### src/rtl/mu_cell_scheduler.sv
// mu_cell_scheduler: sequences one shared motion_update unit over NUM_CELLS cell caches per MD phase
module mu_cell_scheduler #(
  parameter int NUM_CELLS     = 8,
  parameter int CELL_ID_WIDTH = 3,
  parameter int DRAIN_CYCLES  = 16,
  parameter int START_TIMEOUT = 64,
  parameter int CNT_WIDTH     = 16
) (
  input  logic                     clk,
  input  logic                     rst_n,
  input  logic                     i_phase_start,
  input  logic                     i_mu_rd_en,
  input  logic                     i_mu_data_valid,
  output logic                     o_mu_start,
  output logic [CELL_ID_WIDTH-1:0] o_cell_sel,
  output logic                     o_busy,
  output logic                     o_phase_done,
  output logic [CNT_WIDTH-1:0]     o_iter_cnt,
  output logic [CNT_WIDTH-1:0]     o_particles_updated,
  output logic                     o_timeout_err
);
  typedef enum logic [2:0] {IDLE, START, WAIT_RISE, WAIT_FALL, DRAIN, DONE} state_t;
  localparam int TW = $clog2(START_TIMEOUT + 1);
  localparam int QW = $clog2(DRAIN_CYCLES + 1);
  state_t        state_q;
  logic [TW-1:0] tmo_q;
  logic [QW-1:0] quiet_q;
  logic          last_cell;
  assign last_cell = o_cell_sel == CELL_ID_WIDTH'(NUM_CELLS - 1);
  always_ff @(posedge clk) begin
    if (!rst_n) begin
      state_q             <= IDLE;
      tmo_q               <= '0;
      quiet_q             <= '0;
      o_mu_start          <= 1'b0;
      o_cell_sel          <= '0;
      o_busy              <= 1'b0;
      o_phase_done        <= 1'b0;
      o_iter_cnt          <= '0;
      o_particles_updated <= '0;
      o_timeout_err       <= 1'b0;
    end else begin
      o_mu_start   <= 1'b0;
      o_phase_done <= 1'b0;
      if (o_busy && i_mu_data_valid && !(&o_particles_updated))
        o_particles_updated <= o_particles_updated + 1'b1;
      case (state_q)
        IDLE: if (i_phase_start) begin
          o_cell_sel          <= '0;
          o_busy              <= 1'b1;
          o_particles_updated <= '0;
          o_mu_start          <= 1'b1;
          state_q             <= START;
        end
        START: begin
          tmo_q   <= '0;
          state_q <= WAIT_RISE;
        end
        // a rise on the expiry cycle is checked first, so it wins over the timeout
        WAIT_RISE: if (i_mu_rd_en) state_q <= WAIT_FALL;
          else if (tmo_q == TW'(START_TIMEOUT - 1)) begin
            o_timeout_err <= 1'b1;
            quiet_q       <= '0;
            state_q       <= DRAIN;
          end else tmo_q <= tmo_q + 1'b1;
        WAIT_FALL: if (!i_mu_rd_en) begin
          quiet_q <= '0;
          state_q <= DRAIN;
        end
        DRAIN: if (i_mu_data_valid) quiet_q <= '0;
          else if (quiet_q == QW'(DRAIN_CYCLES - 1)) begin
            if (last_cell) begin
              o_phase_done <= 1'b1;
              state_q      <= DONE;
            end else begin
              o_cell_sel <= o_cell_sel + 1'b1;
              o_mu_start <= 1'b1;
              state_q    <= START;
            end
          end else quiet_q <= quiet_q + 1'b1;
        DONE: begin
          o_busy     <= 1'b0;
          o_iter_cnt <= o_iter_cnt + 1'b1;
          state_q    <= IDLE;
        end
        default: state_q <= IDLE;
      endcase
    end
  end
endmodule

### config.mk
export PLATFORM = sky130hd
export DESIGN_NAME = mu_cell_scheduler
export DESIGN_NICKNAME = d
export VERILOG_FILES = /design/src/rtl/mu_cell_scheduler.sv
export SDC_FILE = /design/constraint.sdc
export NUM_CORES = 1
export LEC_CHECK = 0
export ABC_AREA = 0
export CAP_MARGIN = 20
export CORE_MARGIN = 8
export CORE_UTILIZATION = 55
export CTS_CLUSTER_SIZE = 28
export DETAILED_ROUTE_END_ITERATION = 8
export PLACE_DENSITY = 0.84
export SKIP_LAST_GASP = 1
export SYNTH_ARGS = -nofsm -noshare
export SYNTH_HDL_FRONTEND = slang
export SYNTH_SLANG_ARGS = --single-unit
### constraint.sdc
create_clock -name clk -period 5.4 [get_ports clk]
set_clock_uncertainty 0.1 [all_clocks]
set_input_delay 0.54 -clock clk [delete_from_list [all_inputs] [get_ports clk]]
set_output_delay 0.54 -clock clk [all_outputs]
set_load 0.03 [all_outputs]
==> flow_results.org, run 1 <==
** Outcome
- Result of the run :: finished, final reports clean

** Finish
- For this run, the post-layout net count is 377.
- Cells with a size suffix above 1 make up 4.92% of the layout.
- 0 antenna diodes ended up in the layout.
- Final core utilization :: 67.5%
- Area growth from synthesis to final layout :: 20.3%
- Excluding fillers, the count of instances in the completed layout stands at 436.
- Fill cells in the final layout number 450.
- With fillers left out, the area of the finished cells amounts to 0.00338 mm2.

** Drt
- Routed via count :: 2,588
- The routed design has 6580 um of wire.
- The first routing iteration left 198 violations.
- Using the TritonRoute via totals, the vias-per-cell ratio works out to 5.94.
- For this run, design rule violations remaining after detail routing come to 0.
- The first detailed-routing pass ran for 4 iterations.
- After detailed routing, the average wire length per cell comes to 15.1 um.
- In this run the remaining antenna-violating nets after routing total 0.

** Synth
- The Yosys step of the flow raised 0 warnings.
- Count of unique library cells instantiated by Yosys :: 53
- Among all flip-flop cells after synthesis, the most frequent one is sky130_fd_sc_hd__dfxtp_1.
- Synthesis inferred 54 register bits.
- Sorting the synthesized cells by area gives the leading types as sky130_fd_sc_hd__dfxtp_1 38%, sky130_fd_sc_hd__nand2_1 4.9%, sky130_fd_sc_hd__a21oi_1 4.6%, sky130_fd_sc_hd__mux2i_1 4.6%, sky130_fd_sc_hd__nand2b_1 3.6%.
- Of all flip-flops after synthesis, the portion carrying an async set or reset was 0%.
- Counting every instance in the synthesized netlist gives 327.
- After synthesis, the largest area contributor takes up 38.5% of total cell area.
- Mean Syn Cell Area :: 8.59 um2
- Cell taking the most area after synthesis :: sky130_fd_sc_hd__dfxtp_1
- Sequential elements use 38.5% of the synthesized area.
- The mapped netlist covers 0.00281 mm2.
- Yosys instantiated no cell more often than sky130_fd_sc_hd__dfxtp_1.
- Number of flops mapped to enable cells by yosys :: 0
- By count the netlist is led by 54 x sky130_fd_sc_hd__dfxtp_1, 37 x sky130_fd_sc_hd__nand2_1, 26 x sky130_fd_sc_hd__a21oi_1, 16 x sky130_fd_sc_hd__nand2b_1.
- The number of nets in the synthesized netlist is 339.

** Power and ir drop
- Leak Pwr :: 1.13 nW
- IR drop worst, VDD :: 0.216 mV
- Ratio of total power to cell area :: 292 mW/mm2
- The design draws 0.986 mW.

** Critical path
- Data on the critical path is required at its endpoint by 5.55 ns.
- Walking the worst path, the cells encountered are clkdlybuf4s50_1, nand2b_1, or4_1, o21ai_0.
- Setup crit end kind :: flop
- The setup path with the least slack is of type in -> reg.
- Slowest Stage Delay on Critical Path :: 0.99 ns
- Data on the critical path arrives at its endpoint at 2.67 ns.
- Largest fanout on the critical path :: 23
- STA classifies the critical path startpoint as an input port.
- Cell with the biggest individual delay on the critical path :: sky130_fd_sc_hd__clkdlybuf4s50_1

** STA
- Static timing analysis puts the maximum clock frequency at 396 MHz.
- Fin Hold WS :: 0.342 ns
- Share of the clock period used by the worst path after layout :: 46.7%
- Pins Over Slew Limit :: 0
- Setup violations remaining at the end of the flow were counted as 0.
- The final number of hold-violating endpoints is 0.
- Unrepaired setup endpoints after global routing :: no
- After routing, the total negative slack on setup checks comes to 0 ns.
- Fin crit period :: 2.52 ns
- At the pin with the least slew margin, the transition time is 0.802 ns.
- In the post-route analysis, the smallest setup slack over all paths is 2.88 ns.
- Relative max-transition margin :: 46.3%

** Global route
- Grt total ovfl :: 0
- Initial antenna violation count :: 0
- The number of global-route vias before repair is 2,418.
- Entering global routing, the biggest net connects 29 pins.
- Global router's overall resource usage :: 17.5%
- Global-route wire length before repair :: 10,900 um

** Die
- The die is 87.5 um tall.
- For this configuration, the core starts out at a cell density of 56.1%.
- The floorplan step defined a die boundary enclosing 0.00765 mm2.
- During I/O placement, the number of pins put on the boundary was 44.
- Chip Width :: 87.5 um
- In this run the standard cell core region covers 0.00501 mm2.
- Count of standard-cell rows :: 26

** Clocking
- TritonCTS built the clock tree.
- Post-cts sizing count :: 0
- Max H-tree Level :: 2
- Once the clock tree was built, the setup fixing pass inserted 0 buffers.
- No sink is reached through more buffers than the 2 on the longest clock path.
- After clock tree synthesis, the clock-pin slew on the worst setup and hold paths is 0.10 ns.
- The clock reaches the later pin of the worst-skew pair after 0.31 ns.
- For this design, the sink count on the clock tree is 54.
- Clock tree synthesis selected as its root buffer the cell sky130_fd_sc_hd__clkbuf_8.
- After clock tree synthesis, the flow added hold-fix buffers numbering 0.
- Clock tree synthesis inserted a total of 5 buffers.

** Placement
- Detailed placement finished with a half-perimeter wire length of 4620 um.
- Input and output buffers added on the ports amount to 43.
- Dpl cells :: 428
- Timing analysis after detailed placement gives a worst setup slack of 2.61 ns.
- Routability-driven placement finished with a final weighted congestion of 0.830.
- Summing all placed instances gives a cell area of 0.00328 mm2.

** Worst hold path
- Worst min path class :: reg -> reg

** Run
- The tool flagged a number of max-cap violations equal to 0.
==> placed cells by master, fill, tap and decap left out, drive strengths merged, types with 2 or more instances in the layout <==
cell type	n
or3	6
nor4	6
nand2	37
a2111o	3
nor4b	3
xor2	2
nand3	16
nor2b	3
a211oi	6
or2	2
and4	6
clkbuf	6
o31ai	5
nand3b	4
mux2i	13
and3	8
xnor2	6
and2	5
nand4	6
buf	2
inv	5
a31oi	4
ha	7
nor3	9
nand4b	3
o211a	2
nand2b	16
a21oi	26
o21ai	13
nor2	15
o211ai	2
or4	6
dfxtp	54
clkdlybuf4s50	43
==> critical path: cells and delay by family <==
kind | cells | cell delay, ns
and+or+nand+nor | 2 | 1.04
buffers and inverters | 1 | 0.99
AOI/OAI and AO/OA | 1 | 0.08
==> power by group <==
group | total [mW] | internal, mW | switching (mW)
sequential | 0.464 | 0.421 | 0.0434
clock | 0.249 | 0.106 | 0.143
combinational | 0.274 | 0.104 | 0.170
total | 0.986 | 0.630 | 0.356
==> worst paths after layout <==
path / startpoint / endpoint / slack (ns) / cells after the start
min: tmo_q[6] / tmo_q[6] / 0.34 / 2
max reg2reg: quiet_q[0] / state_q[1] / 2.98 / 7
min reg2reg: tmo_q[6] / tmo_q[6] / 0.34 / 2
max: rst_n / o_particles_updated[9] / 2.88 / 4
==> sequential cells by signal, indices dropped and copies added, names as in the netlist <==
register             count
tmo_q                    7
state_q                  3
quiet_q                  5
o_timeout_err            1
o_busy                   1
o_iter_cnt              16
o_cell_sel               3
o_phase_done             1
o_particles_updated     16
o_mu_start               1
==> area by class of cell <==
class / instances / area [um2] / share of cell area, %
timing repair buffer: 45 / 445 / 13.2
sequential: 54 / 1080 / 32.0
clock buffer: 6 / 82.6 / 2.44
tap: 70 / 87.6 / 2.59
inverter: 5 / 18.8 / 0.555
multi-input combinational: 254 / 1650 / 48.8
clock inverter: 2 / 16.3 / 0.481
==> metal layers <==
metal | global-route usage (%) | up-vias | wire length [um]
met5 | 0 | - | 0
met4 | 5.94 | 0 | 64
met3 | 3.96 | 6 | 322
met2 | 29.8 | 65 | 3220
met1 | 20.9 | 1227 | 2970
li1 | - | 1290 | -
==> cells by family after synthesis <==
group | count (synthesis) | synth area share, %
and+or+nand+nor | 156 | 32.1
DFF | 54 | 38.5
buffers and inverters | 19 | 2.89
xor gates and xnor gates | 8 | 2.49
muxes | 14 | 5.03
adders and majority gates | 7 | 3.12
AOI/OAI and AO/OA | 69 | 15.9
Note: power is estimated with default switching activity, not from simulation.
==> run 2: changes to the inputs <==
--- a/config.mk
+++ b/config.mk
@@ -8,10 +8,10 @@
 export ABC_AREA = 0
 export CAP_MARGIN = 20
 export CORE_MARGIN = 8
-export CORE_UTILIZATION = 55
+export CORE_UTILIZATION = 48
 export CTS_CLUSTER_SIZE = 28
 export DETAILED_ROUTE_END_ITERATION = 8
-export PLACE_DENSITY = 0.84
+export PLACE_DENSITY = 0.78
 export SKIP_LAST_GASP = 1
 export SYNTH_ARGS = -nofsm -noshare
 export SYNTH_HDL_FRONTEND = slang
==> constraint.sdc (replaced) <==
create_clock -name clk -period 2.3 [get_ports clk]
set_clock_uncertainty 0.1 [all_clocks]
set_input_delay 0.23 -clock clk [delete_from_list [all_inputs] [get_ports clk]]
set_output_delay 0.23 -clock clk [all_outputs]
set_load 0.03 [all_outputs]
==> flow_results.org, run 2 (synthesis results as in run 1) <==
** Drt
- The routed wire length is 6460 um (was 6580 um).
- The detailed router's first-iteration violation count came to 85 (was 198).
- Post-detailed-route wirelength per cell :: 14.4 um (was 15.1 um)
- Routed via count :: 2,588 (unchanged)
- The routed via count divided by cell count was 5.75 (was 5.94).
- Iteration count of the initial detailed-routing pass :: 4 (unchanged)
- The number of DRC violations after detailed routing is 0 (unchanged).
- The post-detailed-route count of antenna-violating nets was 0 (unchanged).

** Critical path
- Reg-to-reg slack, setup :: 0.22 ns (was 2.98 ns)
- The largest incremental delay on the critical path was 0.35 ns (was 0.99 ns).
- Beginning of the worst register-to-register path :: quiet_q[0] (unchanged)
- The category of the most critical setup path is reg -> reg (was in -> reg).
- Largest fanout on the critical path :: 6 (was 23)
- Ordered list of cells on the worst path: ha_1, and3_1, ha_1, and3b_1, nor4_1, buf_4, a311oi_1, o211a_1 (was clkdlybuf4s50_1, nand2b_1, or4_1, o21ai_0).
- Beginning of the critical path :: quiet_q[0] (was rst_n)
- The cell that appears most often on the critical path is sky130_fd_sc_hd__ha_1.
- Data arrival time of the critical path :: 2.20 ns (was 2.67 ns)
- Number of cells on the worst reg-to-reg path :: 8 (was 7)
- Capturing point of the worst reg2reg path :: state_q[2] (was state_q[1])
- The end point of the critical path is state_q[2] (was o_particles_updated[9]).
- The critical path capture point type was a flop (unchanged).
- The nature of the critical path startpoint was a flop (was input port).
- Cell with the biggest individual delay on the critical path :: sky130_fd_sc_hd__dfxtp_1 (was sky130_fd_sc_hd__clkdlybuf4s50_1)
- Req. time, crit path :: 2.42 ns (was 5.55 ns)

** Placement
- Pre-CTS WS :: 0.214 ns (was 2.61 ns)
- The post-DP HPWL was 4690 um (was 4620 um).
- Placer Congestion :: 0.851 (was 0.830)
- The number of cells after detailed placement is 442 (was 428).
- Number of buffers added on ports :: 43 (unchanged)
- The area after detailed placement was 0.00335 mm2 (was 0.00328 mm2).

** Finish
- Post-Layout Cell Count :: 450 (was 436)
- Leading cell types in the layout, fill and taps excluded :: 54 x sky130_fd_sc_hd__dfxtp_1, 43 x sky130_fd_sc_hd__clkdlybuf4s50_1, 37 x sky130_fd_sc_hd__nand2_1 (unchanged)
- Ratio of cells with drive above 1 in the final layout :: 7.20% (was 4.92%)
- The layout overhead on the synthesized area came to 22.8% (was 20.3%).
- Largest registers ranked by flip-flop count: o_iter_cnt x16, o_particles_updated x16, tmo_q x7 (unchanged).
- Number of antenna diodes :: 0 (unchanged)
- The number of filler instances in the final layout is 519 (was 450).
- Commonest non-fill, non-tap cell in the layout :: sky130_fd_sc_hd__dfxtp_1 (unchanged)
- The final cell area excluding filler cells is 0.00345 mm2 (was 0.00338 mm2).
- The number of nets in the final layout was 386 (was 377).
- The final core area utilization was 59.7% (was 67.5%).

** Clocking
- Hold buffer count at cts :: 0 (unchanged)
- TritonCTS clock tree :: done (unchanged)
- The largest buffer count on any clock path came to 2 (unchanged).
- The clock transition at the registers of the reported paths is 0.11 ns (was 0.10 ns).
- Post-CTS repair timing setup buffer count :: 0 (unchanged)
- Clock latency on the worst-skew pair :: 0.32 ns (was 0.31 ns)
- Post-cts sizing count :: 0 (unchanged)
- The clock net sink count is 54 (unchanged).
- Root buf cell :: sky130_fd_sc_hd__clkbuf_8 (unchanged)
- Max H-tree Level :: 2 (unchanged)
- Num CTS Buffers :: 5 (unchanged)

** STA
- Final Hold Violating Endpoints :: 0 (unchanged)
- The headroom to the max-slew limit is 54.8% (was 46.3%).
- Crit path setup slack, layout :: 0.222 ns (was 2.88 ns)
- The worst hold-check slack came to 0.369 ns (was 0.342 ns).
- The aggregate negative setup slack was 0 ns (unchanged).
- Highest clock frequency the design can meet :: 481 MHz
- The number of setup violations in the final report was 0 (unchanged).
- The final max-slew violation count came to 0 (unchanged).
- Share of the clock period used by the worst path after layout :: 90.3%
- The actual slew at the worst max-slew pin is 0.676 ns (was 0.802 ns).
- Unrepaired setup endpoints after global routing: no (unchanged).
- The smallest clock period supported by the final layout is computed as 2.08 ns.

** Die
- Count of standard-cell rows :: 28 (was 26)
- The die outline area was 0.00856 mm2 (was 0.00765 mm2).
- The die extent in y is 92.5 um (was 87.5 um).
- Boundary Pins :: 44 (unchanged)
- The effective utilization at floorplan came to 48.6% (was 56.1%).
- Chip Width :: 92.5 um (was 87.5 um)
- Core area :: 0.00578 mm2 (was 0.00501 mm2)

** Outcome
- Result of the run: finished, final reports clean (unchanged).

** Global route
- The number of antenna violations at the first check in global routing was 0 (unchanged).
- Global router's overall resource usage :: 14.8% (was 17.5%)
- The number of global-route vias before repair came to 2,384 (was 2,418).
- The wire length of the first global-routing pass was 10,700 um (was 10,900 um).
- Largest net degree at the start of global routing :: 21 (was 29)
- The total congestion overflow after global routing was 0 (unchanged).

** Power and ir drop
- The peak supply drop was 0.328 mV (was 0.216 mV).
- Overall power consumption :: 2.35 mW (was 0.986 mW)
- The power density over the cells was 681 mW/mm2 (was 292 mW/mm2).
- Leak Pwr :: 1.17 nW (was 1.13 nW)

** Worst hold path
- The type of the tightest min-delay check is reg -> reg (unchanged).

** Run
- Number of maximum-capacitance violations :: 0 (unchanged)
-- run 2: how the worst min path moves through the flow --
stage / start / to / slack (ns) / cells past startpoint
after floorplan: rst_n / o_iter_cnt[15] / 0.28 / 2
after global placement: tmo_q[6] / tmo_q[6] / 0.34 / 2
after detailed placement: tmo_q[6] / tmo_q[6] / 0.35 / 2
after CTS: tmo_q[6] / tmo_q[6] / 0.36 / 2
after global routing: tmo_q[6] / tmo_q[6] / 0.38 / 2
final: tmo_q[6] / tmo_q[6] / 0.37 / 2
-- run 2: worst max-delay path: cells and delay by family (launching register included) --
kind                       cells  cell delay (ns)
and+or+nand+nor                3             0.63
adders and majority gates      2             0.45
DFF                            1             0.35
AOI/OAI and AO/OA              2             0.29
buffers and inverters          1             0.17
-- run 2: power breakdown --
part | switching, mW | internal (mW)
combinational | 0.392 | 0.286
sequential | 0.107 | 0.988
clock | 0.348 | 0.229
total | 0.847 | 1.50
-- run 2: layout make-up --
class / count / area [um2] / share of cell area (%)
multi-input cells: 254 / 1650 / 47.7
flip-flops and latches: 54 / 1080 / 31.3
repair buffers: 54 / 513 / 14.9
well taps: 75 / 93.8 / 2.72
clock buffers: 5 / 68.8 / 1.99
clock inverters: 3 / 28.8 / 0.834
inverters: 5 / 18.8 / 0.544
-- run 2: per-layer routing --
layer  vias to the layer above  wire length (um)  global-route usage (%)
met5                         -                 0                       0
met4                         0                55                    4.97
met3                         5               255                    3.72
met2                        56              3030                    25.1
met1                      1216              3130                    17.9
li1                       1311                 -                       -
